[config.mk]
export PLATFORM = sky130hd
export DESIGN_NAME = imem_stream_loader_flat
export DESIGN_NICKNAME = d
export VERILOG_FILES = /design/src/rtl/imem_stream_loader_pkg.sv /design/src/rtl/imem_stream_loader_if.sv /design/src/rtl/imem_stream_loader_word_packer.sv /design/src/rtl/imem_stream_loader.sv /design/src/flat_wrapper.sv
export SDC_FILE = /design/constraint.sdc
export NUM_CORES = 1
export LEC_CHECK = 0
export ABC_AREA = 1
export BUFFER_PORTS_ARGS = -buffer_cell sky130_fd_sc_hd__buf_4
export CAP_MARGIN = 10
export CORE_ASPECT_RATIO = 1.2
export CORE_MARGIN = 1.5
export CORE_UTILIZATION = 55
export DETAILED_ROUTE_END_ITERATION = 10
export PLACE_DENSITY = 0.85
export SYNTH_ARGS = -nofsm -noshare
export SYNTH_HDL_FRONTEND = slang
export SYNTH_SLANG_ARGS = --single-unit
export TNS_END_PERCENT = 1
[constraint.sdc]
create_clock -name clk -period 1.9 [get_ports clk]
set_input_delay 0.38 -clock clk [delete_from_list [all_inputs] [get_ports clk]]
set_output_delay 0.38 -clock clk [all_outputs]
set_load 0.01 [all_outputs]
[src/rtl/imem_stream_loader_pkg.sv]
// Shared types and widths for the instruction-memory stream loader.
package imem_stream_loader_pkg;

    localparam int unsigned BYTE_W = 8;
    localparam int unsigned DATA_W = 32;
    localparam int unsigned ADDR_W = 32;
    localparam int unsigned LEN_W  = 16;
    localparam int unsigned WCNT_W = 9;

    localparam logic [BYTE_W-1:0] SYNC_BYTE_DEFAULT = 8'hA5;

    typedef enum logic [2:0] {
        SYNC   = 3'd0,
        LEN_LO = 3'd1,
        LEN_HI = 3'd2,
        DATA   = 3'd3,
        CSUM   = 3'd4,
        DONE   = 3'd5,
        ERROR  = 3'd6
    } state_e;

    typedef struct packed {
        logic              we;
        logic [ADDR_W-1:0] addr;
        logic [DATA_W-1:0] wdata;
    } mem_wr_t;

endpackage

[src/rtl/imem_stream_loader_if.sv]
// Byte stream valid/ready handshake between a byte source and the loader.
interface imem_stream_loader_if;
    import imem_stream_loader_pkg::*;

    logic [BYTE_W-1:0] in_data;
    logic              in_valid;
    logic              in_ready;

    modport master (output in_data, output in_valid, input in_ready);
    modport slave  (input in_data, input in_valid, output in_ready);

endinterface

[src/rtl/imem_stream_loader_word_packer.sv]
// Packs accepted bytes little-endian into 32-bit words; the word is presented
// combinationally in the same cycle its fourth byte is accepted.
module imem_word_packer
    import imem_stream_loader_pkg::*;
(
    input  logic              clk,
    input  logic              rst,
    input  logic              clear_i,
    input  logic [BYTE_W-1:0] byte_i,
    input  logic              valid_i,
    output logic [DATA_W-1:0] word_c,
    output logic              word_valid_c
);

    localparam int unsigned LO_W = DATA_W - BYTE_W;

    logic [1:0]      idx_q, idx_d;
    logic [LO_W-1:0] lo_q, lo_d;

    always_ff @(posedge clk) begin
        if (rst) begin
            idx_q <= 2'd0;
            lo_q  <= '0;
        end else begin
            idx_q <= idx_d;
            lo_q  <= lo_d;
        end
    end

    always_comb begin
        idx_d = idx_q;
        lo_d  = lo_q;
        if (clear_i) begin
            idx_d = 2'd0;
        end else if (valid_i) begin
            idx_d = idx_q + 2'd1;
            case (idx_q)
                2'd0:    lo_d[7:0]   = byte_i;
                2'd1:    lo_d[15:8]  = byte_i;
                2'd2:    lo_d[23:16] = byte_i;
                default: lo_d        = lo_q;
            endcase
        end
    end

    assign word_c       = {byte_i, lo_q};
    assign word_valid_c = valid_i && !clear_i && (idx_q == 2'd3);

endmodule

[src/rtl/imem_stream_loader.sv]
// Boot loader: parses sync/length/payload/checksum frames, writes words into
// instruction memory and holds the core in reset until a good image lands.
module imem_stream_loader
    import imem_stream_loader_pkg::*;
#(
    parameter logic [ADDR_W-1:0] START_ADDRESS = 32'd0,
    parameter logic [ADDR_W-1:0] STOP_ADDRESS  = 32'd1023,
    parameter logic [BYTE_W-1:0] SYNC_BYTE     = SYNC_BYTE_DEFAULT
) (
    input  logic              clk,
    input  logic              rst,
    imem_stream_loader_if.slave in_if,
    input  logic              reload,
    output logic              mem_we,
    output logic [ADDR_W-1:0] mem_addr,
    output logic [DATA_W-1:0] mem_wdata,
    output logic              core_hold,
    output logic              done,
    output logic              error,
    output logic [WCNT_W-1:0] words_written
);

    localparam logic [ADDR_W-1:0] MAX_WORDS = (STOP_ADDRESS - START_ADDRESS + 32'd1) >> 2;

    state_e            state_q, state_d;
    logic [LEN_W-1:0]  len_q, len_d;
    logic [BYTE_W-1:0] csum_q, csum_d;
    mem_wr_t           wr_q, wr_d;
    logic              done_q, done_d;
    logic              error_q, error_d;
    logic              hold_q, hold_d;
    logic [WCNT_W-1:0] wcnt_q, wcnt_d;

    logic              in_ready_c;
    logic              accept_c;
    logic              pk_clear_c;
    logic [DATA_W-1:0] pk_word_c;
    logic              pk_word_valid_c;

    assign in_ready_c     = (state_q != DONE) && (state_q != ERROR);
    assign accept_c       = in_if.in_valid && in_ready_c;
    assign in_if.in_ready = in_ready_c;

    imem_word_packer u_packer (
        .clk          (clk),
        .rst          (rst),
        .clear_i      (pk_clear_c),
        .byte_i       (in_if.in_data),
        .valid_i      (accept_c && (state_q == DATA)),
        .word_c       (pk_word_c),
        .word_valid_c (pk_word_valid_c)
    );

    always_ff @(posedge clk) begin
        if (rst) begin
            state_q <= SYNC;
            len_q   <= '0;
            csum_q  <= '0;
            wr_q    <= '{we: 1'b0, addr: START_ADDRESS, wdata: '0};
            done_q  <= 1'b0;
            error_q <= 1'b0;
            hold_q  <= 1'b1;
            wcnt_q  <= '0;
        end else begin
            state_q <= state_d;
            len_q   <= len_d;
            csum_q  <= csum_d;
            wr_q    <= wr_d;
            done_q  <= done_d;
            error_q <= error_d;
            hold_q  <= hold_d;
            wcnt_q  <= wcnt_d;
        end
    end

    always_comb begin
        state_d    = state_q;
        len_d      = len_q;
        csum_d     = csum_q;
        wr_d       = wr_q;
        wr_d.we    = 1'b0;
        done_d     = done_q;
        error_d    = error_q;
        hold_d     = hold_q;
        wcnt_d     = wcnt_q;
        pk_clear_c = 1'b0;

        case (state_q)
            SYNC: begin
                // Hunting for a frame start; keep the packer aligned to byte 0.
                pk_clear_c = 1'b1;
                if (accept_c && (in_if.in_data == SYNC_BYTE)) begin
                    state_d = LEN_LO;
                    csum_d  = '0;
                end
            end
            LEN_LO: begin
                if (accept_c) begin
                    len_d   = {len_q[LEN_W-1:BYTE_W], in_if.in_data};
                    csum_d  = csum_q ^ in_if.in_data;
                    state_d = LEN_HI;
                end
            end
            LEN_HI: begin
                if (accept_c) begin
                    len_d  = {in_if.in_data, len_q[BYTE_W-1:0]};
                    csum_d = csum_q ^ in_if.in_data;
                    if (ADDR_W'(len_d) > MAX_WORDS) begin
                        state_d = ERROR;
                        error_d = 1'b1;
                    end else if (len_d == '0) begin
                        state_d = CSUM;
                    end else begin
                        state_d = DATA;
                    end
                end
            end
            DATA: begin
                if (accept_c) begin
                    csum_d = csum_q ^ in_if.in_data;
                    if (pk_word_valid_c) begin
                        wr_d.we    = 1'b1;
                        wr_d.addr  = START_ADDRESS + (ADDR_W'(wcnt_q) << 2);
                        wr_d.wdata = pk_word_c;
                        wcnt_d     = wcnt_q + WCNT_W'(1);
                        if (LEN_W'(wcnt_d) == len_q) begin
                            state_d = CSUM;
                        end
                    end
                end
            end
            CSUM: begin
                if (accept_c) begin
                    if (in_if.in_data == csum_q) begin
                        state_d = DONE;
                        done_d  = 1'b1;
                        hold_d  = 1'b0;
                    end else begin
                        state_d = ERROR;
                        error_d = 1'b1;
                    end
                end
            end
            DONE, ERROR: begin
                if (reload) begin
                    state_d    = SYNC;
                    done_d     = 1'b0;
                    error_d    = 1'b0;
                    hold_d     = 1'b1;
                    wcnt_d     = '0;
                    pk_clear_c = 1'b1;
                end
            end
            default: state_d = SYNC;
        endcase
    end

    assign mem_we        = wr_q.we;
    assign mem_addr      = wr_q.addr;
    assign mem_wdata     = wr_q.wdata;
    assign core_hold     = hold_q;
    assign done          = done_q;
    assign error         = error_q;
    assign words_written = wcnt_q;

endmodule

[src/flat_wrapper.sv]
// flat-port wrapper written by rule: the top's interface ports become plain ports
module imem_stream_loader_flat import imem_stream_loader_pkg::*;
#(
    parameter logic [ADDR_W-1:0] START_ADDRESS = 32'd0,
    parameter logic [ADDR_W-1:0] STOP_ADDRESS  = 32'd1023,
    parameter logic [BYTE_W-1:0] SYNC_BYTE     = SYNC_BYTE_DEFAULT
)
  (clk, rst, reload, mem_we, mem_addr, mem_wdata, core_hold, done, error, words_written, in_if_in_data, in_if_in_valid, in_if_in_ready);
  imem_stream_loader_if in_if_i ();
  input  logic clk;
  input  logic rst;
  input  logic reload;
  output logic mem_we;
  output logic [ADDR_W-1:0] mem_addr;
  output logic [DATA_W-1:0] mem_wdata;
  output logic core_hold;
  output logic done;
  output logic error;
  output logic [WCNT_W-1:0] words_written;
  input wire logic [$bits(in_if_i.in_data)-1:0] in_if_in_data;
  input wire logic [$bits(in_if_i.in_valid)-1:0] in_if_in_valid;
  output wire logic [$bits(in_if_i.in_ready)-1:0] in_if_in_ready;
  assign in_if_i.in_data = in_if_in_data;
  assign in_if_i.in_valid = in_if_in_valid;
  assign in_if_in_ready = in_if_i.in_ready;
  imem_stream_loader #(.START_ADDRESS(START_ADDRESS), .STOP_ADDRESS(STOP_ADDRESS), .SYNC_BYTE(SYNC_BYTE)) u_core (.clk(clk), .rst(rst), .in_if(in_if_i), .reload(reload), .mem_we(mem_we), .mem_addr(mem_addr), .mem_wdata(mem_wdata), .core_hold(core_hold), .done(done), .error(error), .words_written(words_written));
endmodule
==> impl_metrics.tcl <==
set metrics [dict create \
    synthCells 666 \
    ant_nets 0 \
    crit_arrival_ns 1.43 \
    met2_usage_pct 42.31 \
    path_buf_inv 2 \
    routed_wl_mm 11.43 \
    drive_above_1_share_pct 16.51 \
    viasPerCell 5.308 \
    relSlewSlack_pct 43.81 \
    cp_slowest_cell "dfxtp_1" \
    power.density_nw_per_um2 887.8 \
    cts_htree_levels 3 \
    start_kind "flop" \
    start_util_pct 56.52 \
    hold_ws_ns 0.3316 \
    syn_area_um2 4815 \
    ys_warn_count 0 \
    fin_nets 739 \
    period_needed_ns 1.810 \
    dp.cells 828 \
    avgSynthCellArea_um2 7.229 \
    fmax_mhz 552.5 \
    pin_count 90 \
    wire_per_inst_um 13.55 \
    cts-root-buf "clkbuf_8" \
    fin_cells 844 \
    cts.clk_slew.worst_paths_ns 0.10 \
    port-buffer-count 66 \
    grt_max_degree 84 \
    cp.required_ns 1.52 \
    clock_latency_ns 0.38 \
    cts.sinks 107 \
    drt_first_pass_iters 5 \
    skew_ns 0.007510 \
    drt-initial-drc-count 257 \
    met1_usage_pct 33.02 \
    ir_worst_vdd_mv 0.6467 \
    finalMaxSlewViolations 0 \
    hold_viol 0 \
    rows 37 \
    min_period_over_period_pct 95.26 \
    busiest_layer "met2" \
    gp_congestion 0.9447 \
    cp_top_family "flip-flops" \
    synthDistinctLibCells 28 \
    tritoncts "yes" \
    max_cap_viol_count 0 \
    num_antenna_cells 0 \
    worstPathCellList "nand2_1 > a21oi_2 > inv_1 > buf_4" \
    worstMarginPinSlew_ns 0.8428 \
    synthToLayoutAreaGrowth_pct 15.72 \
    die_height_um 105.5 \
    grt_pass1_wl_mm 18.94 \
    status "finished, final reports clean" \
    core-area_um2 8518 \
    ys_seq_area_share_pct 44.49 \
    dr_total_vias 4480 \
    grt_pass1_vias 4142 \
    end_kind "output port" \
    clockBufferDepth 2 \
    die_w_um 88.41 \
    grtUsageMet3_pct 5.403 \
    ys_ff_latch 107 \
    track_usage_pct 25.52 \
    antenna_found_initial 0 \
    setup_violations 0 \
    cpPeakStageDelay_ns 0.53 \
    route.detailed.drc 0 \
    path_class "reg2out" \
    cts_inserted_buffers 9 \
    hold_class "in2reg" \
    crit_fanout 7 \
    p_leak_uw 0.002244 \
    dieArea_um2 9326 \
    dp.final_hpwl_mm 7.954 \
    grt.overflow.total 0 \
    rsz0062_at_grt "true" \
]
-- worst register-to-register path, cell delays in order (launching register included) --
cell	delay, ns
dfxtp_1	0.38
ha_2	0.24
nand2_1	0.11
nand3b_1	0.20
nand2_1	0.10
nand3_1	0.07
nand2_1	0.06
nand2_1	0.04
nor2_1	0.09
nand2_1	0.08
nand2_2	0.10
nand3_1	0.07
nand2_1	0.06
nor2_1	0.05
-- repair_timing --
action | 4_1_cts | 5_1_grt
resized for setup | 0 | 10
buffers inserted | 0 | 0
endpoints found under the setup margin | 0 | 6
hold buffers | 0 | 0
-- kinds of logic (layout without fill, tap and decap cells) --
| group | count (synthesis) | in the layout | synth area share (%) |
|---|---|---|---|
| buffers and inverters | 111 | 150 | 10.84 |
| adder cells (fa/ha/maj) | 5 | 5 | 1.299 |
| XOR/XNOR | 8 | 8 | 1.455 |
| flip-flops | 107 | 107 | 44.49 |
| AND/OR/NAND/NOR | 292 | 292 | 25.91 |
| AO/OA/AOI/OAI | 142 | 142 | 15.93 |
| other | 1 | 23 | 0.07789 |
-- synth_stat cells, drive strengths merged --
library cell	n	area (um^2)
nor3b	1	7.510
o21ai	23	118.9
nand4	11	68.82
clkbuf	28	106.4
nand3	59	295.3
nand3b	2	15.01
buf	35	235.2
a211oi	9	67.56
nand2	186	700.7
inv	48	180.2
dfxtp	107	2142
o211ai	2	15.01
conb	1	3.750
ha	5	62.56
xnor2	5	43.79
o211a	5	50.05
xor2	3	26.28
nor2	27	118.9
a21oi	103	515.5
nor3	6	41.29
-- sequential cells by signal, summed over array words and instances, names as in the netlist --
| signal | cells |
|---|---|
| u_core.done | 1 |
| u_core.mem_we | 1 |
| u_core.words_written | 9 |
| u_core.state_q | 3 |
| u_core.core_hold | 1 |
| u_core.csum_q | 8 |
| u_core.error | 1 |
| u_core.len_q | 16 |
| u_core.mem_wdata | 32 |
| u_core.u_packer.idx_q | 2 |
| u_core.mem_addr | 9 |
| u_core.u_packer.lo_q | 24 |
-- per-layer routing --
layer / vias to the layer above / part of all wire, % / wire (um)
met3: 13 / 5.2 / 590
met5: - / 0 / 0
met2: 126 / 50 / 5711
met4: 0 / 1.5 / 169
met1: 2096 / 43 / 4960
li1: 2245 / - / -
-- area by class of cell --
type	instances	area, um^2
multi-input combinational	470	2257
clock inverter	6	47.55
fill	760	2947
sequential	107	2145
tap	117	146.4
clock buffer	10	137.6
timing repair buffer	86	658.1
inverter	48	180.2
-- cells in the final DEF (no fill, tap or decap) --
| cell | netlist | layout |
|---|---|---|
| buf_12 | 0 | 1 |
| dfxtp_2 | 0 | 2 |
| nand2_1 | 185 | 183 |
| clkbuf_8 | 0 | 10 |
| nand4_1 | 11 | 11 |
| clkinv_2 | 0 | 2 |
| ha_1 | 5 | 4 |
| a21oi_2 | 0 | 1 |
| clkinvlp_4 | 0 | 2 |
| nand3b_1 | 2 | 2 |
| inv_2 | 4 | 4 |
| nor3_1 | 5 | 5 |
| nor2_1 | 24 | 23 |
| nor2_4 | 2 | 3 |
| dfxtp_1 | 107 | 105 |
| ha_2 | 0 | 1 |
| inv_1 | 44 | 44 |
| o21ai_1 | 0 | 1 |
| nand3_1 | 59 | 58 |
| o211ai_1 | 2 | 2 |
| a21oi_1 | 103 | 102 |
| inv_8 | 0 | 2 |
| nor3b_1 | 1 | 1 |
| a211oi_1 | 9 | 9 |
| nand3_2 | 0 | 1 |
| conb_1 | 1 | 23 |
| nor2_2 | 1 | 1 |
| o211a_1 | 5 | 5 |
| nand2_2 | 1 | 3 |
| nor3_4 | 1 | 1 |
| buf_4 | 24 | 85 |
| o21ai_0 | 22 | 21 |
| o21ai_2 | 1 | 1 |
| xor2_1 | 3 | 3 |
| xnor2_1 | 5 | 5 |
-- final timing paths --
| check | to | slack (ns) | depth (start not counted) | startpoint |
|---|---|---|---|---|
| worst min-delay path | u_core.u_packer.lo_q[9] | 0.33 | 3 | in_if_in_data[1] |
| worst min register to register | u_core.len_q[13] | 0.46 | 2 | u_core.len_q[13] |
| worst max-delay path | in_if_in_ready | 0.09 | 4 | u_core.state_q[2] |
| worst max register to register | u_core.state_q[0] | 0.16 | 13 | u_core.words_written[0] |
-- report_power, final --
part           switching, uW  internal [uW]  total [uW]
clock                    817            527        1340
sequential              92.9           2390        2480
combinational            712            409        1120
total                   1620           3320        4950
-- stage by stage --
stage | instance area [um^2] | utilization (%) | TNS [ns] | worst slack, ns | total power (uW)
after floorplan | 4897 | - | 0 | 0.1307 | 3372
after global placement | 5360 | 62.93 | 0 | 0.1231 | 3615
after detailed placement | 5360 | 62.93 | 0 | 0.03969 | 3633
after CTS | 5545 | 65.10 | 0 | 0.02363 | 4945
after global routing | 5572 | 65.41 | -0.1451 | -0.05801 | 5229
final | 5572 | 65.41 | 0 | 0.09002 | 4946
Note: power is estimated with default switching activity, not from simulation.
